$ cat src/rtl/processor_pkg.sv
// processor_pkg: shared fetch-path constants and the {pc, instruction} entry type.
package processor_pkg;
   localparam int DEF_WORD_W = 32;
   localparam logic [31:0] NOP_INSTR = 32'h0000_0000;
   typedef struct packed {
      logic [DEF_WORD_W-1:0] pc;
      logic [DEF_WORD_W-1:0] instruction;
   } fetch_entry_t;
endpackage

$ cat src/rtl/fetch_buffer_ram.sv
// fetch_buffer_ram: entry storage, one clocked write port and an asynchronous read port, no reset.
module fetch_buffer_ram #(
   parameter int DEPTH = 4,
   parameter int W = 64
) (
   input  logic                     CLK,
   input  logic                     i_we,
   input  logic [$clog2(DEPTH)-1:0] i_waddr,
   input  logic [W-1:0]             i_wdata,
   input  logic [$clog2(DEPTH)-1:0] i_raddr,
   output logic [W-1:0]             o_rdata
);
   logic [W-1:0] r_mem [DEPTH];
   always_ff @(posedge CLK)
      if (i_we) r_mem[i_waddr] <= i_wdata;
   assign o_rdata = r_mem[i_raddr];
endmodule

$ cat src/rtl/fetch_buffer.sv
// fetch_buffer: fetch-to-decode FIFO with flush; FETCH_BUFFER_BYPASS_EN enables a 0-cycle empty-queue bypass.
module fetch_buffer
   import processor_pkg::*;
#(
   parameter int DEPTH = 4,
   parameter int WORD_W = DEF_WORD_W
) (
   input  logic                     CLK,
   input  logic                     RST,
   input  logic [WORD_W-1:0]        in_pc,
   input  logic [WORD_W-1:0]        in_instruction,
   input  logic                     in_valid,
   output logic                     in_ready,
   input  logic                     flush,
   output logic [WORD_W-1:0]        out_pc,
   output logic [WORD_W-1:0]        out_instruction,
   output logic                     out_valid,
   input  logic                     out_ready,
   output logic [$clog2(DEPTH):0]   count
);
   localparam int AW = $clog2(DEPTH);
   logic [AW-1:0]       r_wr_ptr, r_rd_ptr;
   logic [AW:0]         r_count;
   logic                w_has, w_byp, w_push, w_pop, w_wr;
   logic [2*WORD_W-1:0] w_rdata;
   assign w_has    = r_count != '0;
   assign in_ready = r_count != (AW+1)'(DEPTH);
`ifdef FETCH_BUFFER_BYPASS_EN
   assign w_byp = !w_has && in_valid && !flush;
`else
   assign w_byp = 1'b0;
`endif
   assign w_push = in_valid && in_ready && !flush;
   assign w_pop  = w_has && out_ready && !flush;
   // a bypassed entry taken by decode in the same cycle never touches storage
   assign w_wr   = w_push && !(w_byp && out_ready);
   assign out_valid       = w_has || w_byp;
   assign out_pc          = w_byp ? in_pc : w_has ? w_rdata[2*WORD_W-1:WORD_W] : '0;
   assign out_instruction = w_byp ? in_instruction : w_has ? w_rdata[WORD_W-1:0] : WORD_W'(NOP_INSTR);
   assign count = r_count;
   always_ff @(posedge CLK or posedge RST) begin
      if (RST) begin
         r_wr_ptr <= '0;
         r_rd_ptr <= '0;
         r_count  <= '0;
      end else if (flush) begin
         r_wr_ptr <= r_rd_ptr;
         r_count  <= '0;
      end else begin
         if (w_wr) r_wr_ptr <= r_wr_ptr + 1'b1;
         if (w_pop) r_rd_ptr <= r_rd_ptr + 1'b1;
         r_count <= r_count + (AW+1)'(w_wr) - (AW+1)'(w_pop);
      end
   end
   fetch_buffer_ram #(.DEPTH(DEPTH), .W(2*WORD_W)) u_ram (
      .CLK(CLK),
      .i_we(w_wr),
      .i_waddr(r_wr_ptr),
      .i_wdata({in_pc, in_instruction}),
      .i_raddr(r_rd_ptr),
      .o_rdata(w_rdata)
   );
endmodule

$ cat config.mk
export PLATFORM = sky130hd
export DESIGN_NAME = fetch_buffer
export DESIGN_NICKNAME = d
export VERILOG_FILES = /design/src/rtl/processor_pkg.sv /design/src/rtl/fetch_buffer_ram.sv /design/src/rtl/fetch_buffer.sv
export SDC_FILE = /design/constraint.sdc
export NUM_CORES = 1
export LEC_CHECK = 0
export CAP_MARGIN = 15
export CORE_MARGIN = 2
export CORE_UTILIZATION = 55
export CTS_CLUSTER_DIAMETER = 50
export DETAILED_ROUTE_END_ITERATION = 10
export PLACE_DENSITY = 0.83
export SYNTH_ARGS = -nofsm -noshare
export SYNTH_HDL_FRONTEND = slang
export SYNTH_SLANG_ARGS = --single-unit
$ cat constraint.sdc
create_clock -name CLK -period 4 [get_ports CLK]
set_input_delay 0.4 -clock CLK [delete_from_list [all_inputs] [get_ports CLK]]
set_output_delay 0.4 -clock CLK [all_outputs]
set_load 0.02 [all_outputs]
Yosys cells after proc, flatten, opt, wreduce, memory -nomap -nowiden
Memory sizes are Yosys's and may differ from the RTL's.
Cells that the tools add are included.
{"block": "word_totals", "reg_bits": 7, "ramBits": 256, "inputBits": 69, "output_inout_bits": 69, "wordCells": 25, "n_memories": 1}
{"name": "u_ram.r_mem", "depth": 4, "word_bits": 64, "read_ports": 1, "rd_clocked_by_memory_dff": 0, "write_ports": 1, "line": "fetch_buffer_ram.sv:13", "source": "logic [W-1:0] r_mem [DEPTH];"}
{"block": "op_classes", "n_addsub": 4, "eq_ne": 1, "mux": 7, "bitwise_logic": 1, "n_reduce_logical": 8}
{"op": "2-to-1 mux 32 bit", "n": 2}
{"op": "adder 2 x 1 -> 2 bit, second input constant", "n": 2}
{"op": "logical AND 1 bit", "n": 4}
{"op": "2-to-1 mux 2 bit", "n": 2}
{"op": "adder 3 x 1 -> 3 bit", "n": 1}
{"op": "2-to-1 mux 3 bit", "n": 1}
{"op": "!= test 3 bit, second input constant", "n": 1}
{"op": "nonzero test 3 bit", "n": 1}
{"op": "subtractor 3 x 1 -> 3 bit", "n": 1}
{"op": "2-to-1 mux 1 bit", "n": 2}
{"op": "AND reduction 2 bit", "n": 1}
{"op": "nonzero test 2 bit", "n": 1}
{"op": "logical NOT 1 bit", "n": 1}
{"op": "NOT 1 bit", "n": 1}

Longest topological paths before layout
Gate-level depths: netlist (run 1).
{"block": "depth", "word_depth": 6, "depth_mapped": 12, "ltp_nobuf": 11}

Cells and area by module
A second synthesis (run 1) with hierarchy kept.
{"block": "unflattened", "hier_cells": 449, "hier_area_um2": 10172.3}
{"mod": "fetch_buffer_ram", "n_inst": 1, "cells_per_inst": 338, "area_each_um2": 9341.5, "seq_area_each_um2": 7687.4}
{"mod": "fetch_buffer", "n_inst": 1, "cells_per_inst": 111, "area_each_um2": 830.8, "seq_area_each_um2": 175.2}

Worst setup path before layout (run 1)
Ideal clock, no wire load.
{"block": "synth_path", "kind": "reg2reg", "from": "reg r_count[1] (netlist: count[1])", "to": "mem u_ram.r_mem[0][0] (enable)", "setup_time_ps": 429, "t_arrival_ps": 2787, "required_ps": 3571, "setup_slack_ps": 784, "path_stages_with_launch": 5, "n_path_buf": 1, "cell_sequence": "dfrtp_1 or3b_1 clkbuf_1 nor2b_1 and2_1"}
{"block": "synth_between", "elab_chain_cells": 5}
{"item": "start, declared", "line": "fetch_buffer.sv:23", "source": "logic [AW:0] r_count;"}
{"item": "start signal, assigned", "line": "fetch_buffer.sv:52", "source": "r_count <= r_count + (AW+1)'(w_wr) - (AW+1)'(w_pop);"}
{"item": "!= test 3 bit", "line": "fetch_buffer.sv:27", "source": "assign in_ready = r_count != (AW+1)'(DEPTH);"}
{"item": "via in_ready", "line": "fetch_buffer.sv:13", "source": "output logic in_ready,"}
{"item": "logical AND 1 bit (2 in series)", "line": "fetch_buffer.sv:33", "source": "assign w_push = in_valid && in_ready && !flush;"}
{"item": "2-to-1 mux 1 bit", "line": "fetch_buffer_ram.sv:15", "source": "if (i_we) r_mem[i_waddr] <= i_wdata;"}
{"item": "2-to-1 mux 1 bit (implied by the code)", "line": "fetch_buffer_ram.sv:15"}
{"item": "end, declared", "line": "fetch_buffer_ram.sv:13"}
The timed path passes the listed nets, and every way through them passes these cells.

Worst setup path after layout (run 1)
{"block": "layout_path", "from": "reg r_rd_ptr[0]", "to": "out out_instruction[2]"}
{"block": "layout_between", "elab_chain_cells": 2}
{"item": "start, declared", "line": "fetch_buffer.sv:22", "source": "logic [AW-1:0] r_wr_ptr, r_rd_ptr;"}
{"item": "start signal, assigned", "line": "fetch_buffer.sv:51", "source": "if (w_pop) r_rd_ptr <= r_rd_ptr + 1'b1;"}
{"item": "memory read (4 x 64 bit)"}
{"item": "2-to-1 mux 32 bit", "line": "fetch_buffer.sv:39", "source": "assign out_instruction = w_byp ? in_instruction : w_has ? w_rdata[WORD_W-1:0] : WORD_W'(NOP_INSTR);"}
{"item": "end, declared", "line": "fetch_buffer.sv:16", "source": "output logic [WORD_W-1:0] out_instruction,"}
Every way passes these cells.

==> results of run 1 <==
[cell families after synthesis]
group | after synthesis
DFF | 263
and+or+nand+nor | 83
muxes | 65
buffers and inverters | 31
adders and majority gates | 7
AOI/OAI and AO/OA | 3
xor gates and xnor gates | 3
[layout make-up]
class | count | area, µm² | area share
flip-flops and latches | 263 | 7870 | 0.624
clock buffers | 32 | 694 | 0.0550
well taps | 229 | 287 | 0.0227
repair buffers | 141 | 1400 | 0.111
multi-input cells | 161 | 2130 | 0.169
clock inverters | 16 | 209 | 0.0166
inverters | 7 | 26.3 | 0.00208
[cell usage after synthesis]
| cell | count |
|---|---|
| a211oi_1 | 1 |
| a221o_1 | 1 |
| and2_1 | 69 |
| and3b_1 | 1 |
| and4b_1 | 1 |
| buf_12 | 3 |
| buf_2 | 5 |
| buf_4 | 3 |
| buf_6 | 1 |
| buf_8 | 1 |
| clkbuf_1 | 11 |
| dfrtp_1 | 7 |
| edfxtp_1 | 256 |
| fa_1 | 1 |
| ha_1 | 6 |
| inv_1 | 7 |
| mux2i_1 | 1 |
| mux4_2 | 64 |
| nand2_1 | 1 |
| nand2b_1 | 1 |
| nor2_1 | 3 |
| nor2b_1 | 3 |
| nor3_1 | 1 |
| nor3b_1 | 1 |
| o311ai_0 | 1 |
| or3_1 | 1 |
| or3b_1 | 1 |
| xor2_1 | 3 |
[power by group through the flow]
stage	Clock [mW]	Combinational [mW]	Sequential [mW]
final	2.53	3.05	3.65
after global routing	2.68	3.24	3.70
after CTS	2.57	3.10	3.67
after detailed placement	0	3.07	3.72
after global placement	0	3.03	3.69
after floorplan	0	2.11	3.47
[per-stage QoR]
step           hold slack (ps)  instances
2_1_floorplan              203        455
3_3_place_gp               568        801
3_5_place_dp               604        801
4_1_cts                    110        849
5_1_grt                    139        849
6_report                   121        849
[flip-flops by register name (all words and copies together) (netlist names)]
signal and count:
u_ram.r_mem 256, count 3, r_rd_ptr 2, r_wr_ptr 2
[routing by layer]
layer | vias up | track usage | wire length, µm
met4 | 2 | 0.0494 | 351
met3 | 35 | 0.0427 | 1250
li1 | 2125 | - | -
met5 | - | 0 | 13
met1 | 2528 | 0.259 | 7310
met2 | 178 | 0.331 | 9840
[worst max-delay path, cell delays in order (launching register included)]
cell             delay [ps]
dfrtp_4                 790
buf_4                   400
mux4_2                  540
and2_1                  200
clkdlybuf4s50_1         540
[how the worst max path moves through the flow]
stage,start,end,slack (ps),cells after the start
floorplan,count[1],u_ram.r_mem[0][0],780,4
global placement,flush,count[2],1060,12
detailed placement,flush,count[2],780,12
CTS,r_rd_ptr[0],out_instruction[19],480,4
global route,r_rd_ptr[0],out_instruction[19],390,4
finish,r_rd_ptr[0],out_instruction[2],600,4
==> qor.csv, run 1 <==
stage;metric;value;unit
sta;final worst slack;597;ps
route;DRC viols;7;
critical_path;critical path capture point type;primary output;
final_layout;fillers;1066;
synthesis;post-synthesis simple-gate area fraction;0.0509;
sta;Worst-Margin Slew;1030;ps
clocking;clk sink count;263;
synthesis;Synth top area share;0.755;
clocking;H-tree levels;1;
placed_design;Place WS;779;ps
route;ANT nets after route;0;
global_route;Overflow after GRT;0;
sta;Final period util;0.851;
sta;clk_skew;5.53;ps
critical_path;Reg2Reg Setup Slack;930;ps
synthesis;post-synthesis sequential area ratio;0.772;
clocking;CTS clk-pin slew, worst paths;60;ps
placed_design;Post-DP Area;0.0117;mm²
critical_path;R2R depth;11;
route;DR iter-0 viols;307;
route;DR WL/cell;22.1;µm
critical_path;worst setup path class;flip-flop to primary output;
clocking;clk_lat worst skew;510;ps
clocking;post-cts gate resize count;0;
final_layout;final core occ;0.698;
power_and_ir_drop;Int Power;6.52;mW
floorplan;Ports;138;
power_and_ir_drop;switching share of power;0.294;
floorplan;die width;140;µm
synthesis;Syn Std Cell Area;0.0102;mm²
final_layout;# diodes;0;
critical_path;critical path arrival;3000;ps
synthesis;Synth Net Count;531;
critical_path;R2R Path End;count[2];
synthesis;top post-synthesis cells by area;edfxtp_1 76%, mux4_2 14%, and2_1 4.2%;
final_layout;most frequent cells in the layout;256 x edfxtp_1, 137 x clkdlybuf4s50_1, 65 x and2_1;
floorplan;Die Span Y;140;µm
clocking;CTS Buf Count;27;
clocking;clk root buf;clkbuf_16;
route;vias;4868;
synthesis;leading area contributor after synthesis;edfxtp_1;
floorplan;initial core utilization;0.563;
sta;Slew HR;0.311;
power_and_ir_drop;P_sw;2.71;mW
sta;Final min period;3400;ps
placed_design;DP Wirelength;10.3;mm
power_and_ir_drop;leakage;4.14;nW
critical_path;Critical Path Source Type;flip-flop;
sta;Slew Limit Fails;0;
final_layout;Final Cell Area;0.0126;mm²
synthesis;compound-gate portion of the synthesized area;0.00258;
synthesis;count of state elements after synthesis;263;
sta;final setup fails;0;
synthesis;Synth Area in Adders;0.00934;
route;WL final;18.8;mm
global_route;initial antenna violation count;1;
final_layout;layout cells sized above 1;0.187;
final_layout;Syn-to-layout area delta;23.9;%
placed_design;Port Buffers;137;
floorplan;total core area;0.0181;mm²
sta;Max Fclk;0.294;GHz
power_and_ir_drop;Pwr Total;9.23;mW
worst_hold_path;Hold WC Path Type;input pin to asynchronous set/reset pin;
critical_path;Critical Path RT;3600;ps
clocking;Longest Clk Path Bufs;3;
critical_path;critical-path maximum fanout;28;
sta;unrepaired setup endpoints after global routing;no;
power_and_ir_drop;sequential share of power;0.395;
global_route;GR Util All Layers;0.194;
placed_design;Final GP Congestion;0.713;
synthesis;Syn Inst Count;455;
power_and_ir_drop;Comb pwr share;0.331;
power_and_ir_drop;VDD IR max;1080;µV
sta;Final Hold Vio Count;0;
status;status;finished with violations;
clocking;CTS tree;built;
floorplan;die area;0.0196;mm²
status;failing checks;design-rule violations;
clocking;hold_buf cts;0;
run;max-cap violation count;0;
synthesis;Synth Area in XOR/XNOR;0.00258;
floorplan;row cnt;49;
critical_path;Worst R2R Start;count[2];
global_route;vias in the first global route;5353;
clocking;Post CTS Setup Buffer Count;0;
synthesis;Synth Warn #;0;
final_layout;Nets;677;
route;vias per inst;5.73;
power_and_ir_drop;Clk network pwr share;0.274;
synthesis;Netlist cell types;28;
synthesis;main combinational cell family by area after synthesis;multiplexers;
synthesis;mux cell area share after synthesis;0.143;
synthesis;Avg Cell Area, Syn;22.4;µm²
sta;Setup TNS;0;ps
global_route;pin count of the biggest net entering global routing;68;
final_layout;most common cell after layout, fill and taps aside;edfxtp_1;
power_and_ir_drop;Power Dens Cells;732;mW/mm²
global_route;global-route wire length before repair;29.2;mm
route;drt pass-1 iters;8;
Power figures use the tool's default switching activity.
==> inputs of run 2 (changes only) <==
==> constraint.sdc (replaced) <==
create_clock -name CLK -period 3.8 [get_ports CLK]
set_input_delay 0.38 -clock CLK [delete_from_list [all_inputs] [get_ports CLK]]
set_output_delay 0.38 -clock CLK [all_outputs]
set_load 0.02 [all_outputs]
==> qor.csv, run 2 (synthesis gave the netlist of run 1 again) <==
stage;metric;value;unit;change
power_and_ir_drop;leakage;4.17;nW;+0.76%
final_layout;final core occ;0.701;;+0.00304
clocking;hold_buf cts;0;;unchanged
clocking;H-tree levels;1;;unchanged
clocking;CTS clk-pin slew, worst paths;60;ps;about the same
placed_design;Final GP Congestion;0.761;;+6.7%
route;vias;4918;;+1.0%
critical_path;Critical Path RT;3420;ps;-180 ps
status;status;finished with violations;;
route;DR iter-0 viols;284;;-7.5%
critical_path;CP max stage delay;820;ps;+30 ps
sta;Final Hold Vio Count;0;;unchanged
critical_path;R2R depth;10;;-1
global_route;initial antenna violation count;1;;unchanged
sta;Worst-Margin Slew;677;ps;-357 ps
final_layout;most frequent cells in the layout;256 x edfxtp_1, 137 x clkdlybuf4s50_1, 65 x and2_1;;
global_route;pin count of the biggest net entering global routing;67;;-1.5%
floorplan;Ports;138;;unchanged
final_layout;layout cells sized above 1;0.192;;+0.00527
final_layout;Nets;685;;+1.2%
floorplan;initial core utilization;0.563;;unchanged
critical_path;critical path arrival;2890;ps;-110 ps
clocking;Longest Clk Path Bufs;3;;unchanged
power_and_ir_drop;Power Dens Cells;758;mW/mm²;+3.5%
critical_path;R2R Path End;count[2];;
final_layout;Final Cell Area;0.0127;mm²;+0.44%
floorplan;die area;0.0196;mm²;unchanged
sta;Setup TNS;0;ps;unchanged
floorplan;Die Span Y;140;µm;unchanged
route;WL final;19.3;mm;+2.7%
clocking;post-cts gate resize count;0;;unchanged
final_layout;Largest register FFs;256;;unchanged
critical_path;worst setup path class;flip-flop to primary output;;
sta;Slew HR;0.549;;+0.238
global_route;GR Util All Layers;0.201;;+0.00717
clocking;CTS Buf Count;28;;+3.7%
global_route;global-route wire length before repair;30.0;mm;+2.7%
clocking;clk root buf;clkbuf_16;;
sta;final setup fails;0;;unchanged
final_layout;largest reg by FF count;u_ram.r_mem;;
critical_path;Critical-path top delay cell;dfrtp_4;;
critical_path;Critical Path Source Type;flip-flop;;
run;max-cap violation count;0;;unchanged
route;vias per inst;5.73;;about the same
route;ANT nets after route;0;;unchanged
critical_path;critical path capture point type;primary output;;
placed_design;Post-DP Area;0.0118;mm²;+0.98%
sta;Final period util;0.861;;
route;drt pass-1 iters;7;;-1
clocking;clk sink count;263;;unchanged
critical_path;critical path startpoint;r_rd_ptr[0];;
final_layout;Syn-to-layout area delta;24.5;%;
sta;unrepaired setup endpoints after global routing;no;;
final_layout;most common cell after layout, fill and taps aside;edfxtp_1;;
clocking;clk_lat worst skew;520;ps;about the same
critical_path;critical path cell sequence;buf_12 -> mux4_2 -> and2_1 -> clkdlybuf4s50_1;;
critical_path;critical-path maximum fanout;29;;+3.6%
worst_hold_path;Hold WC Path Type;input pin to asynchronous set/reset pin;;
route;DR WL/cell;22.5;µm;+1.7%
critical_path;Worst R2R Start;count[1];;
clocking;CTS tree;built;;
route;DRC viols;7;;unchanged
final_layout;# diodes;0;;unchanged
status;failing checks;design-rule violations;;
global_route;vias in the first global route;5315;;-0.71%
sta;clk_skew;11.2;ps;+5.69 ps
power_and_ir_drop;VDD IR max;854;µV;-21%
floorplan;die width;140;µm;unchanged
placed_design;Port Buffers;137;;unchanged
critical_path;Reg2Reg Setup Slack;1140;ps;+210 ps
clocking;Post CTS Setup Buffer Count;0;;unchanged
sta;Slew Limit Fails;0;;unchanged
placed_design;DP Wirelength;11.4;mm;+11%
sta;Max Fclk;0.306;GHz;
sta;Final min period;3270;ps;
floorplan;total core area;0.0181;mm²;unchanged
global_route;Overflow after GRT;0;;unchanged
floorplan;row cnt;49;;unchanged
-- run 2: cell types whose count changed in the layout (fill, tap and decap cells not counted), sizes merged --
cell / change
clkinv: +1
bufinv: -5
buf: +7
inv: +4
clkinvlp: -1
clkbuf: +3
-- run 2: how the worst max path moves through the flow --
| stage | to | cells after the start |
|---|---|---|
| 2_1_floorplan | u_ram.r_mem[0][0] | 4 |
| 3_3_place_gp | count[2] | 12 |
| 3_5_place_dp | count[2] | 12 |
| 4_1_cts | out_instruction[9] | 4 |
| 5_1_grt | out_instruction[9] | 4 |
| 6_report | out_instruction[16] | 4 |
-- run 2: critical path: cells and delay by family (launching register included) --
kind          cells  cell delay, ps
buf+inv           2             840
flops             1             820
mux               1             510
simple gates      1             200
-- run 2: stage by stage --
stage / std cells / total power, mW / hold slack (ps) / setup WS [ps]
floorplan: 455 / 5.88 / 183 / 584
global placement: 808 / 7.15 / 577 / 881
detailed placement: 808 / 7.24 / 621 / 648
CTS: 858 / 9.73 / 101 / 444
global route: 858 / 10.0 / 115 / 350
finish: 858 / 9.60 / 107 / 528
-- run 2: layer usage --
metal | up-vias | routed length, µm | global-route usage
met5 | - | 13 | 0
met4 | 2 | 341 | 0.0484
met3 | 37 | 1310 | 0.0448
met2 | 175 | 9750 | 0.340
met1 | 2548 | 7870 | 0.272
li1 | 2156 | - | -
-- run 2: cell type report --
type,count,area (µm²)
clock buffer,35,748
timing repair buffer,148,1520
fill,1086,5420
clock inverter,15,95.1
multi-input combinational,161,2130
tap,229,287
inverter,7,26.3
sequential,263,7870
-- run 2: report_power, final --
| part | internal, mW | leakage (nW) | switching (mW) |
|---|---|---|---|
| Sequential | 3.52 | 2.41 | 0.228 |
| Clock | 1.41 | 0.419 | 1.05 |
| Combinational | 1.75 | 1.35 | 1.64 |
| Total | 6.67 | 4.17 | 2.93 |
